===== src/rtl/neopixel_pkg.sv =====
// Shared constants and state encoding for the WS2812 (NeoPixel) frame driver.
package neopixel_pkg;

  localparam int T0H_DEF     = 20;
  localparam int T1H_DEF     = 40;
  localparam int T_BIT_DEF   = 62;
  localparam int T_LATCH_DEF = 3000;
  localparam int PIXEL_W     = 24;
  localparam int WORD_W      = 32;
  localparam int ADDR_W      = 9;

  typedef enum logic [1:0] {
    IDLE,
    FETCH,
    SEND,
    LATCH
  } state_t;

endpackage


===== src/rtl/neopixel_bit_timer.sv =====
// Per-bit cycle counter: reports whether the current cycle is in the high phase
// of the bit being sent and strobes on the last cycle of each bit period.
module neopixel_bit_timer
  import neopixel_pkg::*;
#(
  parameter int T0H   = T0H_DEF,
  parameter int T1H   = T1H_DEF,
  parameter int T_BIT = T_BIT_DEF
) (
  input  logic clock,
  input  logic reset,
  input  logic run,
  input  logic bit_val,
  output logic high_phase,
  output logic bit_end
);

  localparam int CW = $clog2(T_BIT);
  localparam logic [CW-1:0] LAST = CW'(T_BIT - 1);
  localparam logic [CW-1:0] HI0  = CW'(T0H);
  localparam logic [CW-1:0] HI1  = CW'(T1H);

  logic [CW-1:0] cnt;

  // Counter sits at zero whenever the timer is not running, so a bit always starts at cycle 0.
  always_ff @(posedge clock) begin
    if (reset || !run || cnt == LAST) begin
      cnt <= '0;
    end else begin
      cnt <= cnt + CW'(1);
    end
  end

  assign bit_end    = run && (cnt == LAST);
  assign high_phase = run && (cnt < (bit_val ? HI1 : HI0));

endmodule


===== src/rtl/neopixel_driver.sv =====
// WS2812 frame driver: reads NUM_LEDS GRB words from a registered pixel RAM and
// serialises them MSB first, followed by a low latch period and a done pulse.
module neopixel_driver
  import neopixel_pkg::*;
#(
  parameter int NUM_LEDS = 8,
  parameter int T0H      = T0H_DEF,
  parameter int T1H      = T1H_DEF,
  parameter int T_BIT    = T_BIT_DEF,
  parameter int T_LATCH  = T_LATCH_DEF
) (
  input  logic              clock,
  input  logic              reset,
  input  logic              start,
  output logic [ADDR_W-1:0] rdaddress,
  input  logic [WORD_W-1:0] q,
  output logic              dout,
  output logic              busy,
  output logic              done
);

  localparam int PIX_W = (NUM_LEDS > 1) ? $clog2(NUM_LEDS) : 1;
  localparam int BIT_W = $clog2(PIXEL_W);
  localparam int LAT_W = $clog2(T_LATCH + 1);
  localparam logic [PIX_W-1:0] LAST_PIX = PIX_W'(NUM_LEDS - 1);
  localparam logic [BIT_W-1:0] LAST_BIT = BIT_W'(PIXEL_W - 1);
  localparam logic [LAT_W-1:0] LAT_END  = LAT_W'(T_LATCH);

  state_t state, state_next;

  logic [PIXEL_W-1:0] shift_reg;
  logic [PIXEL_W-1:0] shadow;
  logic [BIT_W-1:0]   bit_idx;
  logic [PIX_W-1:0]   pix_idx;
  logic [LAT_W-1:0]   lat_cnt;
  logic [1:0]         fetch_wait;
  logic               high_phase;
  logic               bit_end;
  logic               last_bit;
  logic               unused_upper;

  assign unused_upper = ^q[WORD_W-1:PIXEL_W];
  assign last_bit     = (bit_idx == LAST_BIT) && (pix_idx == LAST_PIX);

  neopixel_bit_timer #(
    .T0H  (T0H),
    .T1H  (T1H),
    .T_BIT(T_BIT)
  ) u_bit_timer (
    .clock     (clock),
    .reset     (reset),
    .run       (state == SEND),
    .bit_val   (shift_reg[PIXEL_W-1]),
    .high_phase(high_phase),
    .bit_end   (bit_end)
  );

  always_ff @(posedge clock) begin
    if (reset) state <= IDLE;
    else       state <= state_next;
  end

  // A start arriving in the done cycle is refused so each frame yields exactly one done.
  always_comb begin
    state_next = state;
    case (state)
      IDLE:    if (start && !done) state_next = FETCH;
      FETCH:   if (fetch_wait == 2'd1) state_next = SEND;
      SEND:    if (bit_end && last_bit) state_next = LATCH;
      LATCH:   if (lat_cnt == LAT_END) state_next = IDLE;
      default: state_next = IDLE;
    endcase
  end

  // fetch_wait counts the RAM's two-register read latency; the word is taken when it reaches 1.
  always_ff @(posedge clock) begin
    if (reset) begin
      rdaddress  <= '0;
      dout       <= 1'b0;
      busy       <= 1'b0;
      done       <= 1'b0;
      shift_reg  <= '0;
      shadow     <= '0;
      bit_idx    <= '0;
      pix_idx    <= '0;
      lat_cnt    <= '0;
      fetch_wait <= '0;
    end else begin
      done    <= (state == LATCH) && (state_next == IDLE);
      dout    <= high_phase;
      lat_cnt <= (state == LATCH && state_next == LATCH) ? lat_cnt + LAT_W'(1) : '0;
      if (fetch_wait != 2'd0) fetch_wait <= fetch_wait - 2'd1;

      case (state)
        IDLE: begin
          if (state_next == FETCH) begin
            rdaddress  <= '0;
            busy       <= 1'b1;
            fetch_wait <= 2'd3;
            pix_idx    <= '0;
            bit_idx    <= '0;
          end
        end
        FETCH: begin
          if (fetch_wait == 2'd1) begin
            shift_reg <= q[PIXEL_W-1:0];
            if (NUM_LEDS > 1) begin
              rdaddress  <= ADDR_W'(1);
              fetch_wait <= 2'd3;
            end
          end
        end
        SEND: begin
          if (fetch_wait == 2'd1) shadow <= q[PIXEL_W-1:0];
          if (bit_end) begin
            if (bit_idx == LAST_BIT) begin
              bit_idx <= '0;
              if (pix_idx != LAST_PIX) begin
                pix_idx   <= pix_idx + PIX_W'(1);
                shift_reg <= shadow;
                // Prefetch the word after the one just loaded, unless that would run past the frame.
                if ((pix_idx + PIX_W'(1)) < LAST_PIX) begin
                  rdaddress  <= ADDR_W'(pix_idx) + ADDR_W'(2);
                  fetch_wait <= 2'd3;
                end
              end
            end else begin
              bit_idx   <= bit_idx + BIT_W'(1);
              shift_reg <= {shift_reg[PIXEL_W-2:0], 1'b0};
            end
          end
        end
        LATCH: begin
          if (state_next == IDLE) busy <= 1'b0;
        end
        default: ;
      endcase
    end
  end

endmodule

===== config.mk =====
export PLATFORM = sky130hd
export DESIGN_NAME = neopixel_driver
export DESIGN_NICKNAME = d
export VERILOG_FILES = /design/src/rtl/neopixel_pkg.sv /design/src/rtl/neopixel_bit_timer.sv /design/src/rtl/neopixel_driver.sv
export SDC_FILE = /design/constraint.sdc
export NUM_CORES = 1
export LEC_CHECK = 0
export CELL_PAD_IN_SITES_DETAIL_PLACEMENT = 2
export CELL_PAD_IN_SITES_GLOBAL_PLACEMENT = 2
export CORE_UTILIZATION = 31
export CTS_BUF_LIST = sky130_fd_sc_hd__clkbuf_4
export CTS_CLUSTER_SIZE = 24
export DETAILED_ROUTE_END_ITERATION = 12
export PLACE_DENSITY = 0.86
export SLEW_MARGIN = 40
export SYNTH_ARGS = -nofsm -noshare
export SYNTH_HDL_FRONTEND = slang
export SYNTH_SLANG_ARGS = --single-unit

===== constraint.sdc =====
create_clock -name clock -period 2.2 [get_ports clock]
set_input_delay 0.22 -clock clock [delete_from_list [all_inputs] [get_ports clock]]
set_output_delay 0.22 -clock clock [all_outputs]
set_load 0.05 [all_outputs]

* Yosys cells after proc, flatten, opt, wreduce, memory -nomap -nowiden
Cells that the tools add are included.
Widths: inputs -> output; s select.
** Word-level totals
- Register bits after elaboration :: 90
- Bits of input ports :: 35
- Output and inout bits :: 12
- Latch bits :: 0
- Memories :: 0
- Bits in read-only memories :: 0
- Memory bits (writable) :: 0
** Cells by class
- $lt $le $gt $ge :: 2
- Reduce and logical (&&, ||, !) cells :: 25
- Shift operators :: 0
- Multipliers :: 0
- Mux-type cells :: 38
- Equal/unequal tests :: 19
- Div/mod/pow operators :: 0
- Bitwise logic cells :: 1
- Add/sub/neg operators :: 6
** Operators by type and width (count)
- $mux 24 :: 4
- $mux 9 :: 6
- $pmux 24 s2 :: 1
- $pmux 9 s3 :: 1
- $mux 2 :: 11
- $mux 5 :: 3
- $add 12x1->12 const B :: 1
- $eq 12x12->1 const B :: 1
- $mux 3 :: 4
- $ne 2x2->1 const B :: 6
- $pmux 5 s2 :: 1
- $pmux 2 s4 :: 1
- $reduce_bool 2->1 :: 4
- $logic_and 1x1->1 :: 7
- $reduce_and 7->1 :: 1
- $add 6x1->6 const B :: 1
- $eq 2x1->1 const B :: 3
- $eq 2x2->1 const B :: 3
- $eq 6x6->1 const B :: 1
- $lt 6x6->1 :: 1
- $mux 6 :: 1
- $ne 3x3->1 const B :: 2
- $pmux 2 s3 :: 1
- $pmux 3 s2 :: 1
- 20 further kinds :: 25

* Logic depth before layout (Yosys ltp)
Gate-level depths: netlist of the first run.
- Word-level depth :: 9
- Depth in mapped cells :: 10
- Mapped depth without buffers :: 7

* Modules after synthesis
A second synthesis of the first run with hierarchy kept.
** Second synthesis, totals
- Cell total of the unflattened synthesis :: 519
- Area total of the unflattened synthesis :: 4108.9 um^2
** Modules (own cells, without submodules)
- neopixel_driver :: area each 3769.9 um^2, seq. area each 1581.5 um^2, instances 1, cells an instance 481
- neopixel_bit_timer :: area each 339.1 um^2, seq. area each 120.1 um^2, instances 1, cells an instance 38

* Least setup slack after synthesis of the first run
No wires, ideal clock.
- Kind :: register to register
- Start point :: register pix_idx[0]
- End point :: register rdaddress[3]
- Cell stages (with the launch flop) :: 8
- Arrival time :: 2.383 ns
- Required time :: 2.129 ns
- Slack :: -0.253 ns
- Cell sequence :: dfxtp_1 ha_1 ha_1 and3b_1 or4_1 a2111o_1 or3_1 a21oi_1
** Between the ends
- Cells in the longest elaborated chain, start to end :: 8
** Ends and longest elaborated chain
- start: declaration :: line neopixel_driver.sv:34 : logic [PIX_W-1:0] pix_idx;
- start signal: assignment :: line neopixel_driver.sv:119 : pix_idx <= pix_idx + PIX_W'(1);
- $eq 3x3->1 :: line neopixel_driver.sv:43 : assign last_bit = (bit_idx == LAST_BIT) && (pix_idx == LAST_PIX);
- $logic_and 1x1->1 :: line neopixel_driver.sv:43
- $logic_and 1x1->1 :: line neopixel_driver.sv:69 : SEND: if (bit_end && last_bit) state_next = LATCH;
- $mux 2 :: line neopixel_driver.sv:69
- $pmux 2 s4 :: line neopixel_driver.sv:66 : case (state)
- $eq 2x1->1 :: line neopixel_driver.sv:96 : if (state_next == FETCH) begin
- $ne 2x2->1 (no line)
- $reduce_and 7->1 (no line)
- end signal: assignment :: line neopixel_driver.sv:123 : rdaddress <= ADDR_W'(pix_idx) + ADDR_W'(2);
- end: declaration :: line neopixel_driver.sv:15 : output logic [ADDR_W-1:0] rdaddress,
Several ways; a longest one is shown, not always the timed one. The select of a mux whose other input is x is not followed.
A chain may end at the register's enable or synchronous reset.

* Worst setup path in the final report of the first run
- Start point :: register pix_idx[1]
- End point :: register rdaddress[3]
The elaborated chain is that of the path after synthesis.

==> metrics.csv, run 1 <==
metric,value,unit
Vias/cell,5.248,
count of final setup violators,4,
"Clk pin slew, worst setup/hold paths",0.15,ns
Most common cell on crit path,ha_4,
Yosys cell types,44,
pre-CTS setup slack,-0.1269,ns
PnR Total Power,3.724,mW
Worst Skew,0.01990,ns
largest net degree at the start of global routing,32,
Crit Path Class,reg -> reg,
post-route ant nets,0,
H-tree Lvls,3,
Post-synth EDFFs,0,
status,"complete, but fails checks",
sequential fraction of the synthesis area,41.14,%
Relative slew margins,65.13,%
switching share of power,29.89,%
Remaining DRCs,0,
Avg Inst Size Synth,7.805,um^2
Routability Congestion,0.8072,
Psw,1.113,mW
clock network power share,34.8,%
FMAX,0.4211,GHz
Pwr Density,730.0,nW/um^2
vias in the first global route,4521,
drt total wl,13.60,mm
Skew-Pair Late Insertion Delay,0.48,ns
CP Launch Type,register,
CP arrival,2.78,ns
combinational power share,20.3,%
drt wl/cell,18.13,um
Sequential Power Share,45.0,%
DP HPWL,8.836,mm
Row Count,41,
most frequent cells in the layout,"129 x nand2_1, 82 x dfxtp_1, 60 x a21oi_1",
cell count after synthesis,530,
critical path required time,2.60,ns
"delay-heaviest family, CP",simple AND/OR/NAND/NOR gates,
final period utilization,107.9,%
Setup crit end kind,register,
Hold Crit Class,in -> reg,
Starting Density,32.25,%
final core utilization,39.78,%
CTS tree,yes,
IO Port Bufs,33,
DIE AREA,13810,um^2
"critical path, cell by cell","ha_4, ha_4, nand3b_1, or4_1, a2111o_1, or3_1, a21oi_1",
TritonCTS sink count,85,
Longest Clk Path Bufs,2,
setup ws final,-0.1747,ns
"commonest non-fill, non-tap cell in the layout",nand2_1,
unrepaired setup endpoints after global routing,true,
CTS Buf Count,9,
Die H,117.5,um
Via Count,3936,
CTS Hold Bufs,0,
Final Max Tran Viols,0,
core area,12820,um^2
Yosys reg bits,85,
GRT Resource Usage Total,20.46,%
worst vdd ir,0.0003294,V
worst-path fanout max,4,
internal power,2.611,mW
Pre-Repair DR Iteration Count,5,
CP bufs+invs,0,
Mapped Area,4136,um^2
initial antenna violation count,0,
P&R area growth vs syn,23.32,%
critical path's slowest cell,or4_1,
max-cap check violation count,0,
die width,117.5,um
Final #Nets,629,
root buffer cell,clkbuf_4,
diodes inserted,0,
I/O Pins,47,
Async SR Flop Fraction,0,%
P_leak,1.820,nW
first-pass GRT wire length,22.59,mm
largest stage delay on the critical path,0.50,ns
starting DRC count in detailed routing,154,
Period minus WS final,2.375,ns
GRT overflow,0,
Synth warnings,0,
fill count,1485,
top_reg_cell synth,dfxtp_1,
final setup TNS,-0.4741,ns
actual slew at the worst max-slew pin,0.5214,ns
violated checks,negative setup slack,
ratio of cells with drive above 1 in the final layout,11.25,%
Fin. Hold Viols,0,
==> per-stage QoR <==
stage	hold slack (ns)	cell area, um^2	cells
finish	0.1318	5101	750
floorplan	0.3560	4199	534
global route	0.1174	5101	750
detailed placement	0.4508	4843	733
CTS	0.09861	5074	750
global placement	0.4379	4843	733
==> cell families (layout without fill, tap and decap cells) <==
family          after synthesis  in the layout  synth area share [%]
simple gates                234            234                 24.77
fa+ha+maj                    20             20                 6.050
other cells                   1              5               0.09066
buf+inv                      58            102                 5.747
xor+xnor                     14             14                 2.964
mux                           2              2                0.4840
flops                        85             85                 41.14
compound gates              116            116                 18.75
==> timing repair <==
item / in CTS / in global routing
gates resized for setup: 1 / 7
setup buffers: 2 / 0
setup endpoints to repair: 18 / 46
cloned: 0 / 0
pin swaps: 2 / 0
==> worst paths after layout <==
| kind | startpoint | end | slack, ns | depth (start not counted) |
|---|---|---|---|---|
| max | pix_idx[1]$_SDFFE_PP0P_ | rdaddress[3]$_SDFFE_PP0P_ | -0.17 | 7 |
| min | reset | pix_idx[0]$_SDFFE_PP0P_ | 0.13 | 2 |
| max reg2reg | pix_idx[1]$_SDFFE_PP0P_ | rdaddress[3]$_SDFFE_PP0P_ | -0.17 | 7 |
| min reg2reg | u_bit_timer.cnt[0]$_SDFF_PP0_ | u_bit_timer.cnt[0]$_SDFF_PP0_ | 0.46 | 1 |
==> per-layer routing <==
metal	vias up	global-route usage (%)	share of wire, %
li1	1890	-	-
met1	1990	23.12	43
met2	40	38.42	53
met3	16	2.568	1.9
met4	0	8.494	1.7
met5	-	0	0
==> worst reg2reg max path: cells and delay by family (launching register included) <==
family	cells	cell delay (ns)
AOI/OAI and AO/OA	2	0.57
adders and majority gates	2	0.31
DFF	1	0.36
and+or+nand+nor	3	1.07
==> Yosys cell counts (3+ instances only) <==
master / instances / area, um^2
nand2_1: 129 / 484.2
dfxtp_1: 85 / 1702
a21oi_1: 62 / 310.3
nor2_1: 56 / 210.2
clkbuf_1: 32 / 120.1
a311o_1: 23 / 230.2
ha_1: 20 / 250.2
inv_1: 20 / 75.07
nand3_1: 11 / 55.05
and3_1: 8 / 50.05
xor2_1: 8 / 70.07
a211oi_1: 6 / 45.04
o21ai_0: 6 / 30.03
xnor2_1: 6 / 52.55
buf_4: 5 / 37.54
or3_1: 5 / 31.28
nor2b_1: 4 / 25.02
nor3_1: 3 / 15.01
o41ai_1: 3 / 26.28
==> power by group through the flow <==
stage / Clock [mW] / Sequential (mW) / Combinational, mW
finish: 1.29 / 1.67 / 0.755
detailed placement: 0 / 1.71 / 0.731
floorplan: 0 / 1.71 / 0.447
CTS: 1.32 / 1.67 / 0.755
global placement: 0 / 1.70 / 0.694
global route: 1.37 / 1.68 / 0.830
==> final cells by class <==
class	count	area, um^2	area share (%)
multi-input combinational	391	2305	45.18
sequential	85	1705	33.43
timing repair buffer	67	596.8	11.70
tap	172	215.2	4.219
clock inverter	6	136.4	2.674
inverter	20	75.07	1.472
clock buffer	9	67.56	1.325
No activity file was read; power rests on OpenSTA's default activity.
==> run 2: changes to the inputs <==
--- a/config.mk
+++ b/config.mk
@@ -5,6 +5,7 @@
 export SDC_FILE = /design/constraint.sdc
 export NUM_CORES = 1
 export LEC_CHECK = 0
+export ABC_AREA = 0
 export CELL_PAD_IN_SITES_DETAIL_PLACEMENT = 2
 export CELL_PAD_IN_SITES_GLOBAL_PLACEMENT = 2
 export CORE_UTILIZATION = 31
@@ -12,7 +13,6 @@
 export CTS_CLUSTER_SIZE = 24
 export DETAILED_ROUTE_END_ITERATION = 12
 export PLACE_DENSITY = 0.86
-export SLEW_MARGIN = 40
 export SYNTH_ARGS = -nofsm -noshare
 export SYNTH_HDL_FRONTEND = slang
 export SYNTH_SLANG_ARGS = --single-unit
==> results of run 2 <==
No change in the layout: final DEF, timing and power equal those of run 1.
==> run 3: changes to the inputs <==
--- a/config.mk
+++ b/config.mk
@@ -12,7 +12,7 @@
 export CTS_BUF_LIST = sky130_fd_sc_hd__clkbuf_4
 export CTS_CLUSTER_SIZE = 24
 export DETAILED_ROUTE_END_ITERATION = 12
-export PLACE_DENSITY = 0.86
+export PLACE_DENSITY = 0.8
 export SYNTH_ARGS = -nofsm -noshare
 export SYNTH_HDL_FRONTEND = slang
 export SYNTH_SLANG_ARGS = --single-unit
==> run 3 against run 2 <==
  * First-iteration DRC count fell by 1.3%
  * Sequential power about the same
  * Critical endpoint is now rdaddress[2]$_SDFFE_PP0P_
  * Worst hold slack worse by 0.020 ns
  * Non-clock buffer count stayed put
  * Via count down 1.8%
  * The run still ends with negative setup slack left
  * Worst setup slack gained 0.015 ns
  * Cell area down 0.49%
  * Utilization fell by 0.20 points
  * Clock skew grew 0.00096 ns
  * Global-route usage fell by 1.4 points
  * Fmax is 0.64% higher
  * Sequential share of layout area rose by 0.16 points
==> metrics.csv, run 3 (synthesis results as in run 1) <==
metric,value,unit
status,"complete, but fails checks",
violated checks,negative setup slack,
count of final setup violators,4,
starting DRC count in detailed routing,152,
Most common cell on crit path,ha_4,
Final Cell Area,5076,um^2
fill count,1479,
pre-CTS setup slack,-0.1366,ns
Remaining DRCs,0,
largest net degree at the start of global routing,58,
Min Hold Slack,0.1116,ns
Psw,1.090,mW
Row Count,41,
Hold Crit Class,in -> reg,
die width,117.5,um
worst vdd ir,0.0002469,V
Crit Path Class,reg -> reg,
DIE AREA,13810,um^2
first-pass GRT wire length,20.93,mm
ratio of cells with drive above 1 in the final layout,11.74,%
CTS Buf Count,9,
most frequent cells in the layout,"129 x nand2_1, 82 x dfxtp_1, 59 x a21oi_1",
Die H,117.5,um
largest stage delay on the critical path,0.48,ns
H-tree Lvls,3,
Setup crit end kind,register,
CP Launch Type,register,
"critical path, cell by cell","ha_4, ha_4, nand3b_1, or4_1, a2111o_1, or3_1, a21oi_2",
Final #Nets,629,
drt wl/cell,16.86,um
Worst Skew,0.02085,ns
placed standard-cell area,4868,um^2
post-route ant nets,0,
Fin. Hold Viols,0,
drt total wl,12.68,mm
PnR Total Power,3.392,mW
vias in the first global route,4177,
final setup TNS,-0.5593,ns
critical path required time,2.61,ns
unrepaired setup endpoints after global routing,true,
Routability Congestion,0.7892,
post-layout instance count excluding filler cells,752,
switching share of power,32.12,%
final core utilization,39.58,%
Starting Density,32.25,%
critical path's slowest cell,or4_1,
Skew-Pair Late Insertion Delay,0.48,ns
Reg2Reg Depth,7,
FMAX,0.4238,GHz
CTS Hold Bufs,0,
combinational power share,22.9,%
Sequential Power Share,49.3,%
DP HPWL,8.660,mm
max-cap check violation count,0,
Period minus WS final,2.360,ns
root buffer cell,clkbuf_4,
final period utilization,107.3,%
worst-path fanout max,5,
CP arrival,2.77,ns
GRT Resource Usage Total,19.04,%
internal power,2.302,mW
I/O Pins,47,
Relative slew margins,65.96,%
Reg-to-Reg End,rdaddress[2]$_SDFFE_PP0P_,
core area,12820,um^2
Vias/cell,5.140,
RR Startpoint,pix_idx[1]$_SDFFE_PP0P_,
TritonCTS sink count,85,
Cells after DPL,733,
setup ws final,-0.1596,ns
Pre-Repair DR Iteration Count,4,
Final Max Tran Viols,0,
"Clk pin slew, worst setup/hold paths",0.14,ns
GRT overflow,0,
R2R setup slack,-0.16,ns
IO Port Bufs,33,
CTS tree,yes,
Pwr Density,668.2,nW/um^2
clock network power share,27.8,%
P&R area growth vs syn,22.72,%
initial antenna violation count,1,
Hold Startpoint,reset,
Via Count,3865,
hold path endpoint,shadow[16]$_SDFFE_PP0P_,
actual slew at the worst max-slew pin,0.5090,ns
Longest Clk Path Bufs,2,
P_leak,1.799,nW
"commonest non-fill, non-tap cell in the layout",nand2_1,
hold path depth,2,
-- run 3: cell types whose count changed in the layout (fill, tap and decap cells not counted), moves of 2 or more --
| cell | before | now |
|---|---|---|
| inv_6 | 0 | 2 |
| bufinv_16 | 4 | 1 |
| buf_12 | 1 | 3 |
| buf_4 | 32 | 30 |
-- run 3: area by class of cell --
type                       count  area, um^2  share of cell area (%)
sequential                    85        1705                   33.60
clock buffer                   9       67.56                   1.331
inverter                      20       75.07                   1.479
clock inverter                 7       72.57                   1.430
multi-input combinational    391        2316                   45.62
tap                          172       215.2                   4.240
antenna                        1       2.502                 0.04930
timing repair buffer          67       621.8                   12.25
-- run 3: worst max-delay path by stage --
stage / start / cells past startpoint / endpoint
2_1_floorplan: pix_idx[0]$_SDFFE_PP0P_ / 7 / rdaddress[3]$_SDFFE_PP0P_
3_3_place_gp: pix_idx[1]$_SDFFE_PP0P_ / 7 / rdaddress[3]$_SDFFE_PP0P_
3_5_place_dp: pix_idx[1]$_SDFFE_PP0P_ / 7 / rdaddress[3]$_SDFFE_PP0P_
4_1_cts: pix_idx[1]$_SDFFE_PP0P_ / 7 / rdaddress[2]$_SDFFE_PP0P_
5_1_grt: pix_idx[1]$_SDFFE_PP0P_ / 7 / rdaddress[2]$_SDFFE_PP0P_
6_report: pix_idx[1]$_SDFFE_PP0P_ / 7 / rdaddress[2]$_SDFFE_PP0P_
-- run 3: power by group through the flow --
stage	clock network (mW)	registers [mW]	logic, mW
4_1_cts	0.987	1.67	0.778
3_5_place_dp	0	1.70	0.739
3_3_place_gp	0	1.70	0.706
2_1_floorplan	0	1.71	0.447
5_1_grt	1.05	1.68	0.858
6_report	0.945	1.67	0.776
-- run 3: critical path: cells and delay by family (launching register included) --
kind | cells | cell delay [ns]
compound gates | 2 | 0.57
flops | 1 | 0.36
fa+ha+maj | 2 | 0.31
simple gates | 3 | 1.06
-- run 3: metal layers --
metal	track usage (%)	routed length [um]	vias up
met5	0	0	-
met4	7.372	216	0
met3	3.101	287	14
met2	34.36	6431	41
met1	22.43	5739	1925
li1	-	-	1885
-- run 3: what timing repair did --
item / CTS / global route
setup endpoints to repair: 7 / 47
buffers inserted: 2 / 0
gates cloned: 0 / 0
endpoints found under the hold margin: 0 / 0
resized for setup: 3 / 8
pin swaps: 0 / 0
